### config.mk
export PLATFORM = sky130hd
export DESIGN_NAME = rgb_led_pwm_sched_flat
export DESIGN_NICKNAME = d
export VERILOG_FILES = /design/src/rtl/rgb_led_pwm_sched_pkg.sv /design/src/rtl/rgb_led_pwm_sched_if.sv /design/src/rtl/rgb_led_pwm_sched_timebase.sv /design/src/rtl/rgb_led_pwm_sched.sv /design/src/flat_wrapper.sv
export SDC_FILE = /design/constraint.sdc
export NUM_CORES = 1
export LEC_CHECK = 0
export ABC_AREA = 1
export CAP_MARGIN = 20
export CORE_UTILIZATION = 30
export CTS_CLUSTER_DIAMETER = 120
export DETAILED_ROUTE_END_ITERATION = 16
export GPL_ROUTABILITY_DRIVEN = 0
export HOLD_SLACK_MARGIN = 0.03
export PLACE_DENSITY = 0.5
export SLEW_MARGIN = 10
export SYNTH_ARGS = -nofsm -noshare
export SYNTH_HDL_FRONTEND = slang
export SYNTH_HIERARCHICAL = 1
export SYNTH_SLANG_ARGS = --single-unit
### constraint.sdc
create_clock -name clk -period 4.9 [get_ports clk]
set_clock_uncertainty 0.2 [all_clocks]
set_input_delay 0.98 -clock clk [delete_from_list [all_inputs] [get_ports clk]]
set_output_delay 0.98 -clock clk [all_outputs]
set_load 0.02 [all_outputs]
### src/rtl/rgb_led_pwm_sched_pkg.sv
// Shared constants and types for the RGB LED dimmer.
// Channel index equals the led pin bit.
package rgb_led_pkg;

  localparam int NUM_CH = 12;
  localparam int ADDR_W = 4;
  localparam int DUTY_W_DEF = 4;

  localparam int LED_R_BASE = 0;
  localparam int LED_G_BASE = 4;
  localparam int LED_B_BASE = 8;
  localparam int LEDS_PER_COLOR = 4;

  typedef logic [DUTY_W_DEF-1:0] duty_t;
  typedef logic [ADDR_W-1:0] ch_addr_t;

  typedef enum logic [1:0] {
    COL_R = 2'd0,
    COL_G = 2'd1,
    COL_B = 2'd2
  } color_e;

  function automatic ch_addr_t ch_idx(
    input color_e c,
    input logic [1:0] n
  );
    ch_addr_t base;
    base = '0;
    unique case (c)
      COL_R: base = ADDR_W'(LED_R_BASE);
      COL_G: base = ADDR_W'(LED_G_BASE);
      COL_B: base = ADDR_W'(LED_B_BASE);
      default: base = '0;
    endcase
    return base + ADDR_W'(n);
  endfunction

endpackage

### src/rtl/rgb_led_pwm_sched_if.sv
// Duty write port between the SoC bus bridge and the dimmer.
// Plain valid/ready with a registered error pulse back.
interface rgb_led_pwm_sched_if
  import rgb_led_pkg::*;
#(
  parameter int DUTY_W = DUTY_W_DEF
);

  logic              wr_valid;
  logic              wr_ready;
  logic [ADDR_W-1:0] wr_addr;
  logic [DUTY_W-1:0] wr_data;
  logic              wr_err;

  modport master (
    output wr_valid,
    output wr_addr,
    output wr_data,
    input  wr_ready,
    input  wr_err
  );

  modport slave (
    input  wr_valid,
    input  wr_addr,
    input  wr_data,
    output wr_ready,
    output wr_err
  );

endinterface

### src/rtl/rgb_led_pwm_sched_timebase.sv
// Prescaler plus PWM period counter; reusable by other dimmers.
// commit marks the last tick of a period.
module pwm_timebase #(
  parameter int PRESCALE = 4,
  parameter int DUTY_W   = 4
) (
  input  logic              clk,
  input  logic              reset,
  output logic              tick,
  output logic              commit,
  output logic [DUTY_W-1:0] pwm_cnt
);

  localparam int PS_W =
    (PRESCALE > 1) ? $clog2(PRESCALE) : 1;
  localparam logic [PS_W-1:0] PS_MAX =
    PS_W'(PRESCALE - 1);

  logic [PS_W-1:0] presc;

  assign tick   = (presc == PS_MAX);
  assign commit = tick && (pwm_cnt == '1);

  always_ff @(posedge clk) begin
    if (reset) begin
      presc   <= '0;
      pwm_cnt <= '0;
    end else begin
      if (tick) begin
        presc   <= '0;
        pwm_cnt <= pwm_cnt + DUTY_W'(1);
      end else begin
        presc   <= presc + PS_W'(1);
      end
    end
  end

endmodule

### src/rtl/rgb_led_pwm_sched.sv
// 12-channel LED dimmer: shadow duties load into active
// duties only at period end, so no period is ever glitched.
module rgb_led_pwm_sched
  import rgb_led_pkg::*;
#(
  parameter int PRESCALE = 4,
  parameter int DUTY_W   = DUTY_W_DEF
) (
  input  logic              clk,
  input  logic              reset,
  rgb_led_pwm_sched_if.slave wr,
  input  logic              enable,
  output logic              period_start,
  output logic [NUM_CH-1:0] led
);

  logic              tick;
  logic              commit;
  logic [DUTY_W-1:0] pwm_cnt;
  logic              fire;
  logic              bad_addr;

  logic [DUTY_W-1:0] shadow [NUM_CH];
  logic [DUTY_W-1:0] active [NUM_CH];

  pwm_timebase #(
    .PRESCALE (PRESCALE),
    .DUTY_W   (DUTY_W)
  ) u_timebase (
    .clk     (clk),
    .reset   (reset),
    .tick    (tick),
    .commit  (commit),
    .pwm_cnt (pwm_cnt)
  );

  assign fire     = wr.wr_valid && wr.wr_ready;
  assign bad_addr = (wr.wr_addr >= ADDR_W'(NUM_CH));

  always_ff @(posedge clk) begin
    if (reset) begin
      wr.wr_ready  <= 1'b0;
      wr.wr_err    <= 1'b0;
      period_start <= 1'b0;
    end else begin
      wr.wr_ready  <= 1'b1;
      wr.wr_err    <= fire && bad_addr;
      period_start <= tick && commit;
    end
  end

  // commit reads the pre-write shadow on a same-cycle write
  always_ff @(posedge clk) begin
    if (reset) begin
      for (int i = 0; i < NUM_CH; i++) begin
        shadow[i] <= '0;
        active[i] <= '0;
      end
    end else begin
      for (int i = 0; i < NUM_CH; i++) begin
        if (tick && commit)
          active[i] <= shadow[i];
        if (fire && wr.wr_addr == ADDR_W'(i))
          shadow[i] <= wr.wr_data;
      end
    end
  end

  always_ff @(posedge clk) begin
    if (reset) begin
      led <= '0;
    end else begin
      for (int i = 0; i < NUM_CH; i++)
        led[i] <= enable && (pwm_cnt < active[i]);
    end
  end

endmodule

### src/flat_wrapper.sv
// flat-port wrapper written by rule: the top's interface ports become plain ports
module rgb_led_pwm_sched_flat import rgb_led_pkg::*;
#(
  parameter int PRESCALE = 4,
  parameter int DUTY_W   = DUTY_W_DEF
)
  (clk, reset, enable, period_start, led, wr_wr_valid, wr_wr_addr, wr_wr_data, wr_wr_ready, wr_wr_err);
  rgb_led_pwm_sched_if #(.DUTY_W(DUTY_W)) wr_i ();
  input  logic clk;
  input  logic reset;
  input  logic enable;
  output logic period_start;
  output logic [NUM_CH-1:0] led;
  input wire logic [$bits(wr_i.wr_valid)-1:0] wr_wr_valid;
  input wire logic [$bits(wr_i.wr_addr)-1:0] wr_wr_addr;
  input wire logic [$bits(wr_i.wr_data)-1:0] wr_wr_data;
  output wire logic [$bits(wr_i.wr_ready)-1:0] wr_wr_ready;
  output wire logic [$bits(wr_i.wr_err)-1:0] wr_wr_err;
  assign wr_i.wr_valid = wr_wr_valid;
  assign wr_i.wr_addr = wr_wr_addr;
  assign wr_i.wr_data = wr_wr_data;
  assign wr_wr_ready = wr_i.wr_ready;
  assign wr_wr_err = wr_i.wr_err;
  rgb_led_pwm_sched #(.PRESCALE(PRESCALE), .DUTY_W(DUTY_W)) u_core (.clk(clk), .reset(reset), .wr(wr_i), .enable(enable), .period_start(period_start), .led(led));
endmodule
==> run summary <==
The flow ran to the end, and the final reports show no timing, DRC or antenna violations. The number of maximum-capacitance constraint violations is 0. The most used flip-flop cell after synthesis is edfxtp_1. The highest cell delay on the worst timing path is between 0.5 and 0.6 ns. The number of register bits inferred by synthesis came out at between 100 and 150.

The worst relative slew slack is 51.1%. The final critical path time including I/O delays and setup came out at 2.82 ns. The via count normalized by instance count came out at just over 4.

Summing the areas of all xor and xnor instances in the mapped netlist gives 0% of the synthesized area. The number of filler instances in the final layout came out at 1755. The H-tree level count came out at 4.

The number of gates resized after cts is 0. Cell internal power was estimated by the tool at 2.01 mW. The area growth from synthesis to layout came out at 20.7%. The die boundary height is about 140 um. The total wire length after detailed routing is 10.2 mm.

From left edge to right edge, the die measures about 140 um. Of the post-synthesis cell area, the part taken by muxes is 0%. The cell count after synthesis is 534. The net count of the finished layout came out at 617.

The cell with the largest stage delay on the worst path is buf_4. The fraction of power spent switching nets came out at 21.5%. The global-route wire length before repair came out at 16.9 mm. Of the available clock period, the critical path in the final layout requires 57.6%.

The worst setup slack after layout is a little over 2 ns. The worst-case clock buffer depth came out at 2. The total clock buffers created by CTS came out at 17.

The part of the total power dissipated in sequential elements is 43.9%. The biggest area contributor in the post-synthesis netlist is edfxtp_1. The clock input transition at the sequential cells of the worst setup and hold paths came out at 0.05 ns. The maximum fanout along the worst path came out at 48. The number of nets handed over by synthesis was 584.

Ranked by total cell area, the synthesized netlist is headed by edfxtp_1 (54%), ha_1 (8.9%), inv_1 (8.7%). The critical path is of the input pin to flip-flop type. The number of hold buffers added after CTS came out at 0. By area, the combinational part of the netlist is dominated by simple AND/OR/NAND/NOR gates.

Sequential elements use 62.0% of the synthesized area. The half-perimeter wire length of the detailed placement result is about 7 mm. The count of buffer and inverter cells on the critical path came out at 4.

Sorting the synthesized cells by how often they occur yields inv_1 (123), nor2_1 (106), edfxtp_1 (96). Clock tree synthesis selected as its root buffer the cell clkbuf_16. The initial antenna violation count is 0. The fmax is roughly 350 MHz. The number of endpoints with negative hold slack in the final report is 0. The routing usage on met2 is 19.2%. The floorplan step defined a die boundary enclosing 18300 sq um. After floorplanning, the core was divided into 48 placement rows. The number of clock sinks is 117. The simple-gate share of the synthesized area is between 10% and 20%. The number of DRC violations after detailed-routing iteration 0 is about 200. The met3 demand-to-capacity share in global routing is 3.44%.

Setup violations remaining at the end of the flow were counted as 0. The net load switching power is about 550 uW. The depth of the worst register-to-register path came out at 6. The static power due to leakage came out at roughly 2.8 nW. The total iterations of the first detailed-routing run is 4. The number of distinct library cell variants in the gate-level netlist after synthesis is 19. The worst setup path is launched from an input pin.

Dividing the detail-routed wire length by the instance count gives between 10 and 15 um. The via count of the first global-routing pass came out at 3297. STA classifies the critical path endpoint as a flip-flop. The largest net degree at the start of global routing is 49. The number of gates on the worst path with buffers counted is 5. The final antenna diode count came out at 0. Summed over its instances, the top area cell type makes up 54.1% of the synthesized netlist area. The share of total power in combinational logic is between 5 and 6%. VDD sags by at most 0.252 mV. The total number of vias came out at 3311. The worst min-delay path category is flip-flop to flip-flop. The power per standard cell area came out at roughly 400 nW/um^2. TritonCTS built the clock tree. Walking the worst path, the cells encountered are clkdlybuf4s50_1, buf_4, inv_2, o21ai_4, buf_4. The count of nets left with antenna violations once routing finished came out at 0. The initial utilization of the core area, before any placement, comes to 30.8%. Setup total negative slack on the finished layout was measured at 0 ns. Of the cells placed in the final design, the portion with a size suffix greater than 1 is between 7 and 8%. In the global route stage, overall resource usage came out at 12.4%. Counting stages on the worst path, the most repeated cell is buf_4. The number of top-level pins is 27.

In the routed design, unresolved DRC markers number 0. The cell type group with the largest total delay on the critical path is buffers and inverters. The mean area per synthesized cell came out at 9.97 sq um. The data arrival time of the worst path is 2.66 ns. Input and output buffers added on the ports amount to 26. The count of flip-flops with a built-in enable after synthesis is 96. The global route total overflow came out at 0. The synthesized cell area is 5330 sq um. The share of power burned in the clock network is 50.8%. The worst hold path cell count came out at 1.

The max-slew violation count is 0. The pin slew with the least headroom to its limit came out at ~0.73 ns. The critical path required time is 4.74 ns. The fraction of synthesis flops using an asynchronous set or reset pin is 0%.

The global-route track usage on met1 came out at 15.9%. The number of setup buffers added after CTS is 0. The worst-case setup slack after placement is between 1.5 and 2 ns. Summing the areas of all fa, ha and maj instances in the mapped netlist gives about 9% of the synthesized area. The most frequent cell after synthesis is inv_1.

The standard cell core area is about 17000 sq um. The global routing stage identified its most utilized layer as met2. The source-to-sink clock delay at the later pin of the worst-skew pair came out at 0.42 ns. Summing the areas of all compound-gate instances in the mapped netlist gives 1.88% of the synthesized area. Setup repair after global routing left no endpoint under its margin. The number of synthesis warnings is 6.
## area by class of cell
class                   instances  area [sq um]  share of cell area (%)
inverters                     126           473                    7.36
well taps                     225           282                    4.38
repair buffers                 28           275                    4.28
multi-input cells             277          1460                    22.8
clock inverters                15           204                    3.17
flip-flops and latches        117          3300                    51.4
clock buffers                  17           425                    6.62
## power groups by stage
stage	clock network [mW]	logic, mW	registers, mW
floorplan	0	0.0797	1.15
global placement	0	0.135	1.15
detailed placement	0	0.139	1.15
CTS	1.33	0.139	1.12
global route	1.37	0.158	1.13
finish	1.30	0.136	1.12
## placed cells by master (no fill, tap or decap), types with 13 or more instances in the layout
cell type / n
clkdlybuf4s50_1: 26
a21oi_1: 15
nor2_1: 106
nand3_1: 13
edfxtp_1: 96
dfxtp_1: 21
ha_1: 38
clkbuf_16: 17
nand2_1: 91
inv_1: 123
## cells by family (layout without fill, tap and decap cells)
group / count (synthesis) / count (layout)
buffers and inverters: 140 / 186
AND/OR/NAND/NOR: 219 / 219
AO/OA/AOI/OAI: 20 / 20
flip-flops: 117 / 117
adder cells (fa/ha/maj): 38 / 38
## layer usage
layer,part of all wire (%),routed length [um]
met5,0,0
met4,0.81,83
met3,3.6,368
met2,47,4760
met1,49,5010
## stage by stage
stage	hold slack (ns)	total power [mW]	instance area (sq um)	std cells	util (%)
after floorplan	0.196	1.23	5330	534	-
after global placement	0.207	1.28	5800	773	33.5
after CTS	0.246	2.60	6420	805	37.1
after global routing	0.255	2.66	6420	805	37.1
after detailed placement	0.232	1.28	5800	773	33.5
final	0.240	2.56	6420	805	37.1
## flip-flops by register name, indices dropped and copies added (netlist names)
register,cells
u_core/period_start,1
u_core/wr.wr_err,1
u_core/shadow,48
u_core/wr.wr_ready,1
u_core/u_timebase/pwm_cnt,4
u_core/active,48
u_core/led,12
u_core/u_timebase/presc,2
## path summary, 6_finish.rpt
kind / slack (ns) / from / end
max reg2reg: 2.18 / u_core/u_timebase/pwm_cnt[1] / u_core/active[4][6]
max: 2.08 / reset / u_core/active[4][6]
min reg2reg: 0.24 / u_core/u_timebase/presc[0] / u_core/u_timebase/presc[0]
min: 0.24 / u_core/u_timebase/presc[0] / u_core/u_timebase/presc[0]
Note: power is estimated with default switching activity, not from simulation.
==> patch 1, RTL diff (same flow settings) <==
Make the reset (`reset`) asynchronous in 4 clocked blocks.
--- a/src/rtl/rgb_led_pwm_sched_timebase.sv
+++ b/src/rtl/rgb_led_pwm_sched_timebase.sv
@@ -21,7 +21,7 @@
   assign tick   = (presc == PS_MAX);
   assign commit = tick && (pwm_cnt == '1);
 
-  always_ff @(posedge clk) begin
+  always_ff @(posedge clk or posedge reset) begin
     if (reset) begin
       presc   <= '0;
       pwm_cnt <= '0;
--- a/src/rtl/rgb_led_pwm_sched.sv
+++ b/src/rtl/rgb_led_pwm_sched.sv
@@ -37,7 +37,7 @@
   assign fire     = wr.wr_valid && wr.wr_ready;
   assign bad_addr = (wr.wr_addr >= ADDR_W'(NUM_CH));
 
-  always_ff @(posedge clk) begin
+  always_ff @(posedge clk or posedge reset) begin
     if (reset) begin
       wr.wr_ready  <= 1'b0;
       wr.wr_err    <= 1'b0;
@@ -50,7 +50,7 @@
   end
 
   // commit reads the pre-write shadow on a same-cycle write
-  always_ff @(posedge clk) begin
+  always_ff @(posedge clk or posedge reset) begin
     if (reset) begin
       for (int i = 0; i < NUM_CH; i++) begin
         shadow[i] <= '0;
@@ -66,7 +66,7 @@
     end
   end
 
-  always_ff @(posedge clk) begin
+  always_ff @(posedge clk or posedge reset) begin
     if (reset) begin
       led <= '0;
     end else begin
Behaviour: differs if reset is asserted again (counterexample within 4 cycles, from zero or initial values and one cycle with reset high); with reset held inactive, the same outputs for 10 cycles.
==> patch 1 against the original RTL <==
- design area increased by 1.6%
- cell count grew 12%
- routed wire length grew 19%
- core utilization down 0.82 points
- count of clock-buffer cells in the layout up 6
- sequential cell count unchanged
- critical path type is now flip-flop to flip-flop
- worst setup slack lost 0.15 ns
- power decreased by 5.1%
- die area rose by 3.2%
- fmax decreased by 5.2%
- non-clock buffer count grew 3
- critical endpoint is now u_core/active[19]$_DFFE_PP0P_
- area after synthesis is 3.2% higher
==> patch 1: results (changes against the original RTL) <==
status finished, final reports clean; Place WS 1.676 ns (+0.02354 ns); Worst R2R Setup Slack 1.92 ns (-0.26 ns); register area 0.002928 mm² (-11%); Crit Path Max Fanout 55 (+15%); Hold Path Origin u_core/u_timebase/presc[0]$_DFF_PP0_; Clock Latency Late Sink 0.41 ns; worst hold slack 0.2611 ns (+0.02157 ns); Buffers excl. clock 31 (+11%); net count after synthesis 686 (+17%); clk cell area share 9.012% (-0.78 points); critical path startpoint u_core/u_timebase/pwm_cnt[2]$_DFFE_PP0N_; clkbuf count 23 (+6); M1 GR Usage 19.34% (+3.4 points); GRT Util Overall 14.56% (+2.2 points); Worst path max stage delay 0.83 ns (+0.32 ns); Cells after DPL 869 (+12%); Netlist cell types 24 (+5); DRT Pass-1 Iters 5 (+1); top cells by area, synth dfrtp_1 (53%), nand2_1 (17%), ha_1 (8.9%); dominant synthesized flop cell dfrtp_1; slowest cell on the critical path dfrtp_1; Layout Cells excl Fill 901 (+12%); filler cell count 1839 (+4.8%); fraction of the yosys area taken by sequential cells 53.25% (-8.8 points); Leakage 3.248 nW (+17%); Synth Instances 635 (+19%); met3 Resource Use GR 3.385% (-0.057 points); hold worst-path end u_core/u_timebase/presc[0]$_DFF_PP0_; Seq Cell Count 117 (unchanged); Signal inverters 73 (-42%); peak supply drop 0.0002695 V (+6.8%); placed inst area 0.005934 mm² (+2.4%); layout cells sized above 1 7.143% (-0.27 points); n_diodes 0 (unchanged); top cells by count, synth nand2_1 (253), dfrtp_1 (117), inv_1 (71); Post-Synthesis Cell Area 0.005498 mm² (+3.2%); Worst setup endpoint u_core/active[19]$_DFFE_PP0P_; Non-Clock Buffer Area Fraction 4.564% (+0.28 points); Hold Crit Class flip-flop to flip-flop; Net count, final 710 (+15%); multi-input logic portion of the cell area 32.92% (+10 points); Syn-to-layout area delta 18.68%; DRT Wirelength 12.18 mm (+19%); DRT iter0 DRCs 228 (+13%); DP Wirelength 8.068 mm (+13%); ys async rst share 100.0% (+100 points); largest net degree at the start of global routing 67 (+37%); first-pass GRT wire length 20.32 mm (+20%); critical path arrival 3.05 ns (+0.39 ns); via count 4070 (+23%); met2 Use GR 22.62% (+3.4 points); comb_multi_in 419 (+51%); Max-slew headroom 40.66% (-10 points)
patch 1: cell count changes after synthesis, sizes merged, moves of 8 or more:
| cell | change |
|---|---|
| edfxtp | -96 |
| nand2 | +163 |
| dfxtp | -21 |
| nand3 | +26 |
| inv | -53 |
| nand3b | +12 |
| buf | +11 |
| o21ai | +31 |
| nand4 | +8 |
| dfrtp | +117 |
| nor2 | -94 |
patch 1: cell families (layout without fill, tap and decap cells):
kind of cell / Yosys count / after routing / synth area share, %
fa+ha+maj: 39 / 39 / 8.876
other cells: 1 / 1 / 0.06821
compound gates: 49 / 49 / 4.483
flops: 117 / 117 / 53.25
xor+xnor: 1 / 1 / 0.1593
simple gates: 329 / 329 / 25.44
buf+inv: 99 / 136 / 7.715
patch 1: report_power, final:
group,switching [mW],internal [mW]
sequential,0.0418,1.04
clock,0.426,0.797
combinational,0.0862,0.0412
patch 1: layer usage:
layer	vias to the layer above	wire length, µm
met3	13	451
met2	68	5606
met4	0	177
met1	1946	5947
li1	2043	-
met5	-	0
==> patch 2, RTL diff (same flow settings) <==
Without the edit above. `PRESCALE` is set to 4 in 3 places; all go to 8.
--- a/src/rtl/rgb_led_pwm_sched_timebase.sv
+++ b/src/rtl/rgb_led_pwm_sched_timebase.sv
@@ -1,7 +1,7 @@
 // Prescaler plus PWM period counter; reusable by other dimmers.
 // commit marks the last tick of a period.
 module pwm_timebase #(
-  parameter int PRESCALE = 4,
+  parameter int PRESCALE = 8,
   parameter int DUTY_W   = 4
 ) (
   input  logic              clk,
--- a/src/rtl/rgb_led_pwm_sched.sv
+++ b/src/rtl/rgb_led_pwm_sched.sv
@@ -3,7 +3,7 @@
 module rgb_led_pwm_sched
   import rgb_led_pkg::*;
 #(
-  parameter int PRESCALE = 4,
+  parameter int PRESCALE = 8,
   parameter int DUTY_W   = DUTY_W_DEF
 ) (
   input  logic              clk,
--- a/src/flat_wrapper.sv
+++ b/src/flat_wrapper.sv
@@ -1,7 +1,7 @@
 // flat-port wrapper written by rule: the top's interface ports become plain ports
 module rgb_led_pwm_sched_flat import rgb_led_pkg::*;
 #(
-  parameter int PRESCALE = 4,
+  parameter int PRESCALE = 8,
   parameter int DUTY_W   = DUTY_W_DEF
 )
   (clk, reset, enable, period_start, led, wr_wr_valid, wr_wr_addr, wr_wr_data, wr_wr_ready, wr_wr_err);
Behaviour: same outputs for any inputs over 10 cycles, from zero or initial values and one cycle with reset high; that may be too few to reach the edited logic, so the function may still have changed.
==> patch 2 against the original RTL <==
- area after synthesis grew 0.87%
- fmax is 1.2% higher
- sequential cell count grew 1
- synthesized cell count increased by 1.3%
- core utilization is 0.17 points higher
- via count grew 0.30%
- worst setup slack better by 0.033 ns
- design area grew 1.1%
- sequential share of layout area decreased by 0.28 points
- routed wire length is 0.36% higher
- power rose by 1.6%
- highest routed layer unchanged
==> patch 2: results (changes against the original RTL) <==
status finished, final reports clean; top cells by area, synth edfxtp_1 (54%), ha_1 (9.3%), inv_1 (8.7%); Layout Cells excl Fill 813 (+0.99%); critical path startpoint reset; peak supply drop 0.0002556 V (+1.3%); CTS root buf clkbuf_16; DP Wirelength 7.046 mm (-0.93%); Place WS 1.662 ns (+0.009790 ns); Top Family by Delay on Critical Path buffers and inverters; Worst path max stage delay 0.51 ns (about the same); DRT Pass-1 Iters 5 (+1); Netlist cell types 16 (-3); net count after synthesis 593 (+1.5%); depth of the CTS H-tree 4 (unchanged); CTS Hold Bufs 0 (unchanged); top cells by count, synth inv_1 (125), nor2_1 (109), edfxtp_1 (96); Leakage 2.835 nW (+1.9%); Cells after DPL 781 (+1.0%); DRT iter0 DRCs 163 (-19%); placed inst area 0.005853 mm² (+0.99%); filler cell count 1743 (-0.68%); dominant synthesized flop cell edfxtp_1; critical path arrival 2.63 ns (-0.03 ns); Synth Instances 541 (+1.3%); postcts setup bufs 0 (unchanged); GRT Util Overall 12.29% (-0.074 points); number of global-route vias before repair 3281 (-0.49%); Port Buffers 26 (unchanged); layout cells sized above 1 6.293% (-1.1 points); DRT Wirelength 10.26 mm (+0.36%); Net count, final 627 (+1.6%); DR vias/cell 4.085 (-0.68%); fraction of the yosys area taken by sequential cells 61.87% (-0.16 points); RR Startpoint u_core/u_timebase/pwm_cnt[1]$_SDFFE_PP0N_; first-pass GRT wire length 16.71 mm (-0.94%)
## patch 2: changes by cell type in the layout (fill, tap and decap cells not counted), moves of 2 or more
cell        delta
ha_1           +2
inv_6          -2
bufinv_16      +2
clkinv_4       -4
nor2_1         +3
inv_1          +2
nand2_1        +2
clkbuf_1       +5
clkinvlp_4     -2
## patch 2: final cells by class
cell class / count / area, µm² / share of cell area [%]
sequential: 118 / 3323 / 51.14
tap: 225 / 281.5 / 4.332
clock buffer: 22 / 444.2 / 6.835
inverter: 128 / 480.5 / 7.393
clock inverter: 10 / 201.4 / 3.100
timing repair buffer: 28 / 275.3 / 4.236
multi-input combinational: 282 / 1493 / 22.97
## patch 2: where the power goes
part | internal (mW) | total, mW | switching (mW)
Combinational | 0.0376 | 0.111 | 0.0737
Clock | 0.949 | 1.37 | 0.417
Sequential | 1.12 | 1.13 | 0.0100
Total | 2.10 | 2.60 | 0.500
## patch 2: path summary, 6_finish.rpt
kind	endpoint	slack [ns]	depth (start not counted)
worst max-delay path	u_core/active[3][2]$_SDFFCE_PN0P_	2.11	5
worst min-delay path	u_core/u_timebase/presc[0]$_SDFF_PP0_	0.22	1
worst max register to register	u_core/active[3][2]$_SDFFCE_PN0P_	2.19	6
worst min register to register	u_core/u_timebase/presc[0]$_SDFF_PP0_	0.22	1
## patch 2: cell families (layout without fill, tap and decap cells)
group | Yosys count | after routing | synth area share (%)
AOI/OAI and AO/OA | 20 | 20 | 1.863
adders and majority gates | 40 | 40 | 9.317
buffers and inverters | 141 | 188 | 10.55
DFF | 118 | 118 | 61.87
and+or+nand+nor | 222 | 222 | 16.40
## patch 2: metal layers
metal,wire length [µm],track usage [%],vias up
met1,5170,16.08,1513
met4,91,5.805,0
li1,-,-,1745
met5,0,0,-
met2,4648,18.65,58
met3,349,3.505,5
## patch 2: stage by stage
stage	hold slack, ns	power, mW
final	0.2237	2.604
after CTS	0.2290	2.635
after detailed placement	0.2152	1.260
after floorplan	0.1990	1.214
after global routing	0.2532	2.697
after global placement	0.2076	1.257
